===== src/rtl/alu_arbiter.sv =====
// Round-robin arbiter that shares one ALU between two requesters.
// Requests are granted in IDLE, run for one EXEC cycle, then the result is held in RESP until accepted.
module alu_arbiter #(
    parameter  int unsigned NREQ   = 2,
    localparam int unsigned WORD_W = 32,
    localparam int unsigned OP_W   = 4,
    localparam int unsigned ID_W   = (NREQ > 1) ? $clog2(NREQ) : 1
) (
    input  logic                         CLK,
    input  logic                         RST,
    input  logic [NREQ-1:0]              req_valid,
    output logic [NREQ-1:0]              req_ready,
    input  logic [NREQ-1:0][WORD_W-1:0]  req_a,
    input  logic [NREQ-1:0][WORD_W-1:0]  req_b,
    input  logic [NREQ-1:0][OP_W-1:0]    req_ops,
    output logic [NREQ-1:0]              resp_valid,
    input  logic [NREQ-1:0]              resp_ready,
    output logic [WORD_W-1:0]            resp_out,
    output logic                         resp_zero,
    output logic                         resp_overflow,
    output logic                         resp_negative,
    output logic [WORD_W-1:0]            alu_a,
    output logic [WORD_W-1:0]            alu_b,
    output logic [OP_W-1:0]              alu_ops,
    input  logic [WORD_W-1:0]            alu_out,
    input  logic                         alu_zero,
    input  logic                         alu_overflow,
    input  logic                         alu_negative,
    output logic                         busy
);

    typedef enum logic [1:0] {
        IDLE = 2'd0,
        EXEC = 2'd1,
        RESP = 2'd2
    } state_t;

    state_t          state_q;
    state_t          state_d;
    logic            prio_q;
    logic [ID_W-1:0] owner_q;
    logic [ID_W-1:0] grant_id;
    logic            accept;
    logic            resp_done;

    // Next state, grant selection and handshake strobes.
    always_comb begin
        state_d    = state_q;
        grant_id   = ID_W'(prio_q);
        accept     = 1'b0;
        resp_done  = 1'b0;
        req_ready  = '0;
        resp_valid = '0;
        unique case (state_q)
            IDLE: begin
                // A lone requester wins regardless of the priority pointer.
                if (req_valid[0] && !req_valid[1]) begin
                    grant_id = '0;
                end else if (req_valid[1] && !req_valid[0]) begin
                    grant_id = ID_W'(1);
                end
                if ((|req_valid) && !RST) begin
                    accept              = 1'b1;
                    req_ready[grant_id] = 1'b1;
                    state_d             = EXEC;
                end
            end
            EXEC: begin
                state_d = RESP;
            end
            RESP: begin
                resp_valid[owner_q] = 1'b1;
                if (resp_ready[owner_q]) begin
                    resp_done = 1'b1;
                    state_d   = IDLE;
                end
            end
            default: begin
                state_d = IDLE;
            end
        endcase
    end

    // State register and priority pointer.
    always_ff @(posedge CLK) begin
        if (RST) begin
            state_q <= IDLE;
            prio_q  <= 1'b0;
        end else begin
            state_q <= state_d;
            if (resp_done) begin
                prio_q <= ~owner_q[0];
            end
        end
    end

    // Operand latch on accept, result capture at the end of EXEC.
    always_ff @(posedge CLK) begin
        if (RST) begin
            owner_q       <= '0;
            alu_a         <= '0;
            alu_b         <= '0;
            alu_ops       <= '0;
            resp_out      <= '0;
            resp_zero     <= 1'b0;
            resp_overflow <= 1'b0;
            resp_negative <= 1'b0;
        end else begin
            if (accept) begin
                owner_q <= grant_id;
                alu_a   <= req_a[grant_id];
                alu_b   <= req_b[grant_id];
                alu_ops <= req_ops[grant_id];
            end
            if (state_q == EXEC) begin
                resp_out      <= alu_out;
                resp_zero     <= alu_zero;
                resp_overflow <= alu_overflow;
                resp_negative <= alu_negative;
            end
        end
    end

    assign busy = (state_q != IDLE);

endmodule


===== config.mk =====
export PLATFORM = sky130hd
export DESIGN_NAME = alu_arbiter
export DESIGN_NICKNAME = d
export VERILOG_FILES = /design/src/rtl/alu_arbiter.sv
export SDC_FILE = /design/constraint.sdc
export NUM_CORES = 1
export LEC_CHECK = 0
export CORE_MARGIN = 2
export CORE_UTILIZATION = 33
export CTS_CLUSTER_SIZE = 12
export DETAILED_ROUTE_END_ITERATION = 8
export GPL_TIMING_DRIVEN = 1
export PLACE_DENSITY_LB_ADDON = 0.25
export SLEW_MARGIN = 10
export SYNTH_ARGS = -nofsm -noshare
export SYNTH_HDL_FRONTEND = slang
export SYNTH_SLANG_ARGS = --single-unit
export TNS_END_PERCENT = 10

===== constraint.sdc =====
create_clock -name CLK -period 1.7 [get_ports CLK]
set_clock_uncertainty 0.15 [all_clocks]
set_input_delay 0.425 -clock CLK [delete_from_list [all_inputs] [get_ports CLK]]
set_output_delay 0.425 -clock CLK [all_outputs]
set_load 0.01 [all_outputs]

==> impl_metrics.csv, run 1 <==
group,metric,value,unit
placed_design,hpwlAfterDp,11.9,mm
route,vias_per_cell,5.16,
worst_setup_path,reg2regPathDepth,8,
global_routing,grt_usage,23.8,%
synth,yosysMostFrequentCell,"nor3_1",
power_and_ir_drop,power_switching,2520,uW
placed_design,port-buffer-count,284,
route,routedWlPerCell,17.4,um
finish,multi_input_area,0.00241,mm^2
power_and_ir_drop,swShare,31.9,%
finish,register_area,0.00215,mm^2
sta,final_max_slew_viol_count,0,
hold_path,holdCritPathClass,"primary input to flop",
clocking,clk_latency,350,ps
sta,fin_ws,-207,ps
worst_setup_path,crit_required,1820,ps
power_and_ir_drop,p_int,5360,uW
synth,synth.top_cell.area_share,47.7,%
sta,max_slew_margin,71.6,%
worst_setup_path,crit_start,"state_q[1]",
worst_setup_path,cp_max_fo,8,
worst_setup_path,critical_path_arrival,2020,ps
clocking,path_clk_slew,70,ps
clocking,cts_num_sinks,107,
synth,synth_cells,569,
worst_setup_path,regToRegStartpoint,"state_q[1]",
outcome,run_status,"complete, but fails checks",
floorplan,coreArea,0.0132,mm^2
route,drt-initial-drc-count,218,
route,drc_errors,0,
finish,insertedDiodeCount,0,
synth,synth.largest_area_cell,"dfxtp_1",
route,vias,5412,
finish,syn2layout_area_growth,90.8,%
power_and_ir_drop,power_frac_seq,37.4,%
sta,fin_crit_sh,112,%
synth,synth_edf_count,0,
sta,tns,-9090,ps
finish,fillers,1139,
synth,synth.top_cells.by_count,"nor3_1 (136), dfxtp_1 (107), nand2_1 (74)",
hold_path,min_from,"RST",
synth,avgSynthCellArea,7.89,um^2
synth,syn_area,0.00449,mm^2
finish,final_nets,1045,
clocking,cts_root_buf,"clkbuf_16",
placed_design,globalplace.congestion,0.880,
clocking,tritoncts,"built",
global_routing,met2_usage,40.7,%
worst_setup_path,r2r_slack,-210,ps
sta,finalHoldViolations,0,
global_routing,grt_start_max_net_pins,74,
route,ant_nets,0,
global_routing,grt_antenna_before_repair,0,
placed_design,placed_cells,1010,
route,routed_wl,18.2,mm
finish,final_layout_size_suffix_gt1_share,17.8,%
worst_setup_path,critPathCapture,"alu_b[4]",
synth,yosys_most_used_dff,"dfxtp_1",
synth,yosys-top-cells-area,"dfxtp_1 (48%), nor3_1 (15%), nor4_1 (6.7%), nand2_1 (6.2%), nor2_1 (6.0%)",
worst_setup_path,start_kind,"flop",
global_routing,grt_pass1_vias,5361,
clocking,hold_buffers,0,
synth,ys_warn_count,0,
floorplan,die_w,121,um
synth,yosys_register_bits,107,
floorplan,pin_count,285,
global_routing,top_usage_layer,"met2",
worst_setup_path,timing.rr.end,"alu_b[4]",
global_routing,grt_pass1_wl,27.3,mm
route,firstDrtPassIters,4,
global_routing,grt_overflow,0,
power_and_ir_drop,p_per_area,920,mW/mm^2
clocking,cts_made_buffers,9,
synth,synth.distinct_cells,24,
global_routing,globalRouteMet1Util,27.5,%
floorplan,row_count,42,
floorplan,dieArea,0.0146,mm^2
sta,worstMarginPinSlew,426,ps
clocking,cts_htree_levels,3,
clocking,clk_path_buf_depth,2,
global_routing,use_met3,6.70,%
synth,syn_nets,746,
floorplan,die_y,121,um
power_and_ir_drop,ir_drop,0.000458,V
worst_setup_path,endpoint_kind,"flop",
synth,async_flop_share,0,%
power_and_ir_drop,p_leak,0.00349,uW
synth,synth_seq_area_share,47.7,%
floorplan,initial_core_util,33.9,%
sta,maxClockFrequency,0.525,GHz
sta,setup_viol,73,
sta,fin_crit,1910,ps
job,max-cap-violations,0,
sta,rsz0062_at_grt,"yes",
worst_setup_path,path_class,"flop to flop",
power_and_ir_drop,power.share.combinational,34.4,%
finish,instances_no_fill,1049,
outcome,failed_checks,"setup timing",
power_and_ir_drop,p_clk_share,28.2,%
## state kept, by name, indices dropped and copies added (netlist names)
signal and flops:
alu_b 32, resp_out 32, state_q 2, owner_q 1, resp_overflow 1, resp_negative 1
resp_zero 1, alu_a 32, prio_q 1, alu_ops 4
## power groups by stage
| stage | Clock (uW) | Combinational (uW) | Sequential, uW |
|---|---|---|---|
| floorplan | 0 | 913 | 3130 |
| global placement | 0 | 2440 | 2990 |
| detailed placement | 0 | 2480 | 3000 |
| CTS | 2270 | 2650 | 2940 |
| global route | 2370 | 2910 | 2980 |
| finish | 2220 | 2710 | 2940 |
## layout make-up
class / count / area share (%)
clock buffer: 9 / 2.63
inverter: 2 / 0.0876
clock inverter: 7 / 0.993
sequential: 107 / 25.1
tap: 176 / 2.57
timing repair buffer: 344 / 40.5
multi-input combinational: 404 / 28.1
## cell families (layout without fill, tap and decap cells)
kind of cell,Yosys count,in the layout,synth area share (%)
and+or+nand+nor,357,357,40.7
DFF,107,107,47.7
buffers and inverters,58,362,5.52
AOI/OAI and AO/OA,46,46,5.85
muxes,1,1,0.223
## critical path, cell delays in order, from the launching register on
cell and delay [ps]:
dfxtp_4 370, buf_6 120, o31ai_4 250, buf_6 150, o2bb2ai_4 170, buf_4 190, clkbuf_16 150, nor3_1 50
nor4_1 220
## worst min-delay path by stage
stage / to / slack, ps / cells after the start
floorplan: owner_q / 330 / 2
global placement: resp_out[25] / 290 / 2
detailed placement: resp_out[7] / 300 / 2
CTS: owner_q / 130 / 2
global route: owner_q / 140 / 2
finish: owner_q / 140 / 2
## per-layer routing
| metal | routed length (um) | up-vias |
|---|---|---|
| met4 | 694 | 0 |
| met2 | 8870 | 246 |
| li1 | - | 2600 |
| met1 | 7090 | 2522 |
| met3 | 1570 | 44 |
| met5 | 0 | - |
## through the flow
step,area (um^2),hold WS (ps),power (uW),utilization [%],setup slack [ps]
after floorplan,4500,328,4040,-,8.98
final,8570,142,7880,64.7,-207
after global placement,7770,292,5430,58.7,-749
after global routing,8570,140,8260,64.7,-253
after CTS,8470,128,7860,64.0,-188
after detailed placement,7770,296,5480,58.7,-777
## cell usage in the layout (no fill, tap or decap), types with 2 or more instances in the layout
| cell | count |
|---|---|
| inv_8 | 2 |
| a21oi_1 | 38 |
| nor3_2 | 29 |
| nor4_2 | 23 |
| buf_16 | 4 |
| nand2_1 | 74 |
| dlygate4sd2_1 | 106 |
| clkdlybuf4s50_1 | 173 |
| buf_2 | 3 |
| buf_6 | 9 |
| clkdlybuf4s15_2 | 2 |
| buf_12 | 14 |
| dfxtp_1 | 104 |
| inv_1 | 2 |
| clkbuf_16 | 11 |
| nor3_1 | 102 |
| nor3_4 | 5 |
| nor4_1 | 45 |
| clkinvlp_4 | 2 |
| nor2b_2 | 2 |
| nor2_1 | 71 |
| dfxtp_4 | 2 |
| buf_4 | 31 |
## timing repair
action	CTS	global route
pin swaps	53	35
cloned	6	2
resized for setup	177	18
endpoints found under the setup margin	176	74
setup buffers	17	4
(Power assumes the default switching activity.)
==> run 2: changes to the inputs <==
Settings changed: GPL_TIMING_DRIVEN 1 to 0.
==> impl_metrics.csv, run 2 (synthesis gave the netlist of run 1 again) <==
group,metric,value,unit
worst_setup_path,start_kind,"flop",
power_and_ir_drop,ir_drop,0.000552,V
worst_setup_path,r2r_slack,-180,ps
sta,maxClockFrequency,0.528,GHz
worst_setup_path,endpoint_kind,"primary output",
route,firstDrtPassIters,4,
floorplan,initial_core_util,33.9,%
route,ant_nets,0,
finish,insertedDiodeCount,0,
finish,register_area,0.00215,mm^2
global_routing,grt_pass1_vias,5235,
worst_setup_path,cp_max_fo,6,
floorplan,coreArea,0.0132,mm^2
outcome,run_status,"complete, but fails checks",
finish,layout_common_cells,"clkdlybuf4s50_1 (173), nor3_1 (108), dfxtp_1 (104), dlygate4sd2_1 (104), nand2_1 (74)",
power_and_ir_drop,p_leak,0.00351,uW
hold_path,holdCritPathClass,"flop to flop",
finish,top_regs,"alu_a: 32 flops, alu_b: 32 flops, resp_out: 32 flops",
route,drt-initial-drc-count,258,
global_routing,grt_overflow,0,
sta,worstMarginPinSlew,742,ps
clocking,cts_num_sinks,107,
global_routing,grt_antenna_before_repair,0,
finish,final_layout_size_suffix_gt1_share,16.7,%
sta,final_max_slew_viol_count,0,
sta,max_slew_margin,50.5,%
job,max-cap-violations,0,
route,routedWlPerCell,16.9,um
clocking,clk_latency,350,ps
sta,rsz0062_at_grt,"yes",
floorplan,dieArea,0.0146,mm^2
route,routed_wl,18.0,mm
route,vias,5345,
power_and_ir_drop,p_per_area,941,mW/mm^2
outcome,failed_checks,"setup timing",
floorplan,die_w,121,um
worst_setup_path,path_class,"flop to primary output",
clocking,cts_made_buffers,9,
clocking,path_clk_slew,70,ps
sta,fin_ws,-195,ps
placed_design,port-buffer-count,283,
clocking,cts_root_buf,"clkbuf_16",
finish,final_nets,1059,
route,vias_per_cell,5.03,
finish,layout.cells.most_common,"clkdlybuf4s50_1",
finish,syn2layout_area_growth,88.6,%
route,drc_errors,0,
sta,setup_viol,70,
sta,tns,-5210,ps
finish,multi_input_area,0.00237,mm^2
placed_design,hpwlAfterDp,12.6,mm
clocking,clk_path_buf_depth,2,
placed_design,place_ws,-1070,ps
finish,fillers,1228,
global_routing,grt_pass1_wl,28.1,mm
sta,fin_crit,1890,ps
worst_setup_path,crit_required,1120,ps
sta,fin_crit_sh,111,%
clocking,tritoncts,"built",
worst_setup_path,critical_path_arrival,1320,ps
placed_design,globalplace.congestion,0.810,
global_routing,grt_start_max_net_pins,18,
floorplan,row_count,42,
global_routing,grt_usage,24.4,%
clocking,cts_htree_levels,3,
floorplan,die_y,121,um
floorplan,pin_count,285,
sta,finalHoldViolations,0,
-- run 2: what timing repair did --
item                       in CTS  in global routing
hold buffers                    0                  0
pin swaps                      45                 29
resized for setup             242                 25
buffers inserted               10                  6
gates cloned                    4                  0
setup endpoints to repair     208                102
-- run 2: layer usage --
| metal | GRT usage, % | share of wire (%) |
|---|---|---|
| met3 | 6.32 | 7.5 |
| met1 | 30.8 | 43 |
| met5 | 0 | 0 |
| met4 | 8.65 | 2.3 |
| met2 | 40.2 | 47 |
-- run 2: final timing paths --
| kind | depth (start not counted) | startpoint | endpoint |
|---|---|---|---|
| min reg2reg | 2 | resp_out[29] | resp_out[29] |
| max reg2reg | 7 | state_q[0] | alu_a[14] |
| max | 4 | state_q[1] | req_ready[1] |
| min | 2 | resp_out[29] | resp_out[29] |
-- run 2: power by group --
| group | leakage, uW | internal [uW] | switching [uW] | total (uW) |
|---|---|---|---|---|
| Clock | 0.000162 | 1440 | 962 | 2400 |
| Combinational | 0.00246 | 1330 | 1280 | 2610 |
| Sequential | 0.000886 | 2800 | 165 | 2960 |
| Total | 0.00351 | 5560 | 2410 | 7970 |
-- run 2: worst max-delay path, stage by stage, from the launching register on --
cell and delay (ps):
dfxtp_4 390, nor3b_4 240, o21ai_2 100, nor2_1 100, buf_2 140
-- run 2: layout make-up --
cell class	count	share of cell area (%)
buffer	56	5.08
multi-input combinational	404	28.0
clock inverter	6	1.36
tap	176	2.60
sequential	107	25.4
timing repair buffer	302	34.9
clock buffer	9	2.66
inverter	2	0.0886
-- run 2: metrics by stage --
step	total power [uW]	util [%]	std cells	cell area (um^2)	hold WS, ps
finish	7970	64.0	1062	8470	301
global route	8360	64.0	1062	8470	319
detailed placement	5340	57.0	1028	7550	296
floorplan	4040	-	569	4500	328
global placement	5320	57.0	1028	7550	292
CTS	7920	63.0	1057	8340	303
==> run 3: changes to the inputs <==
Settings changed: ABC_CLOCK_PERIOD_IN_PS set to 1700.
==> results of run 3 <==
The final DEF is identical to that of run 2; final timing and power are the same.
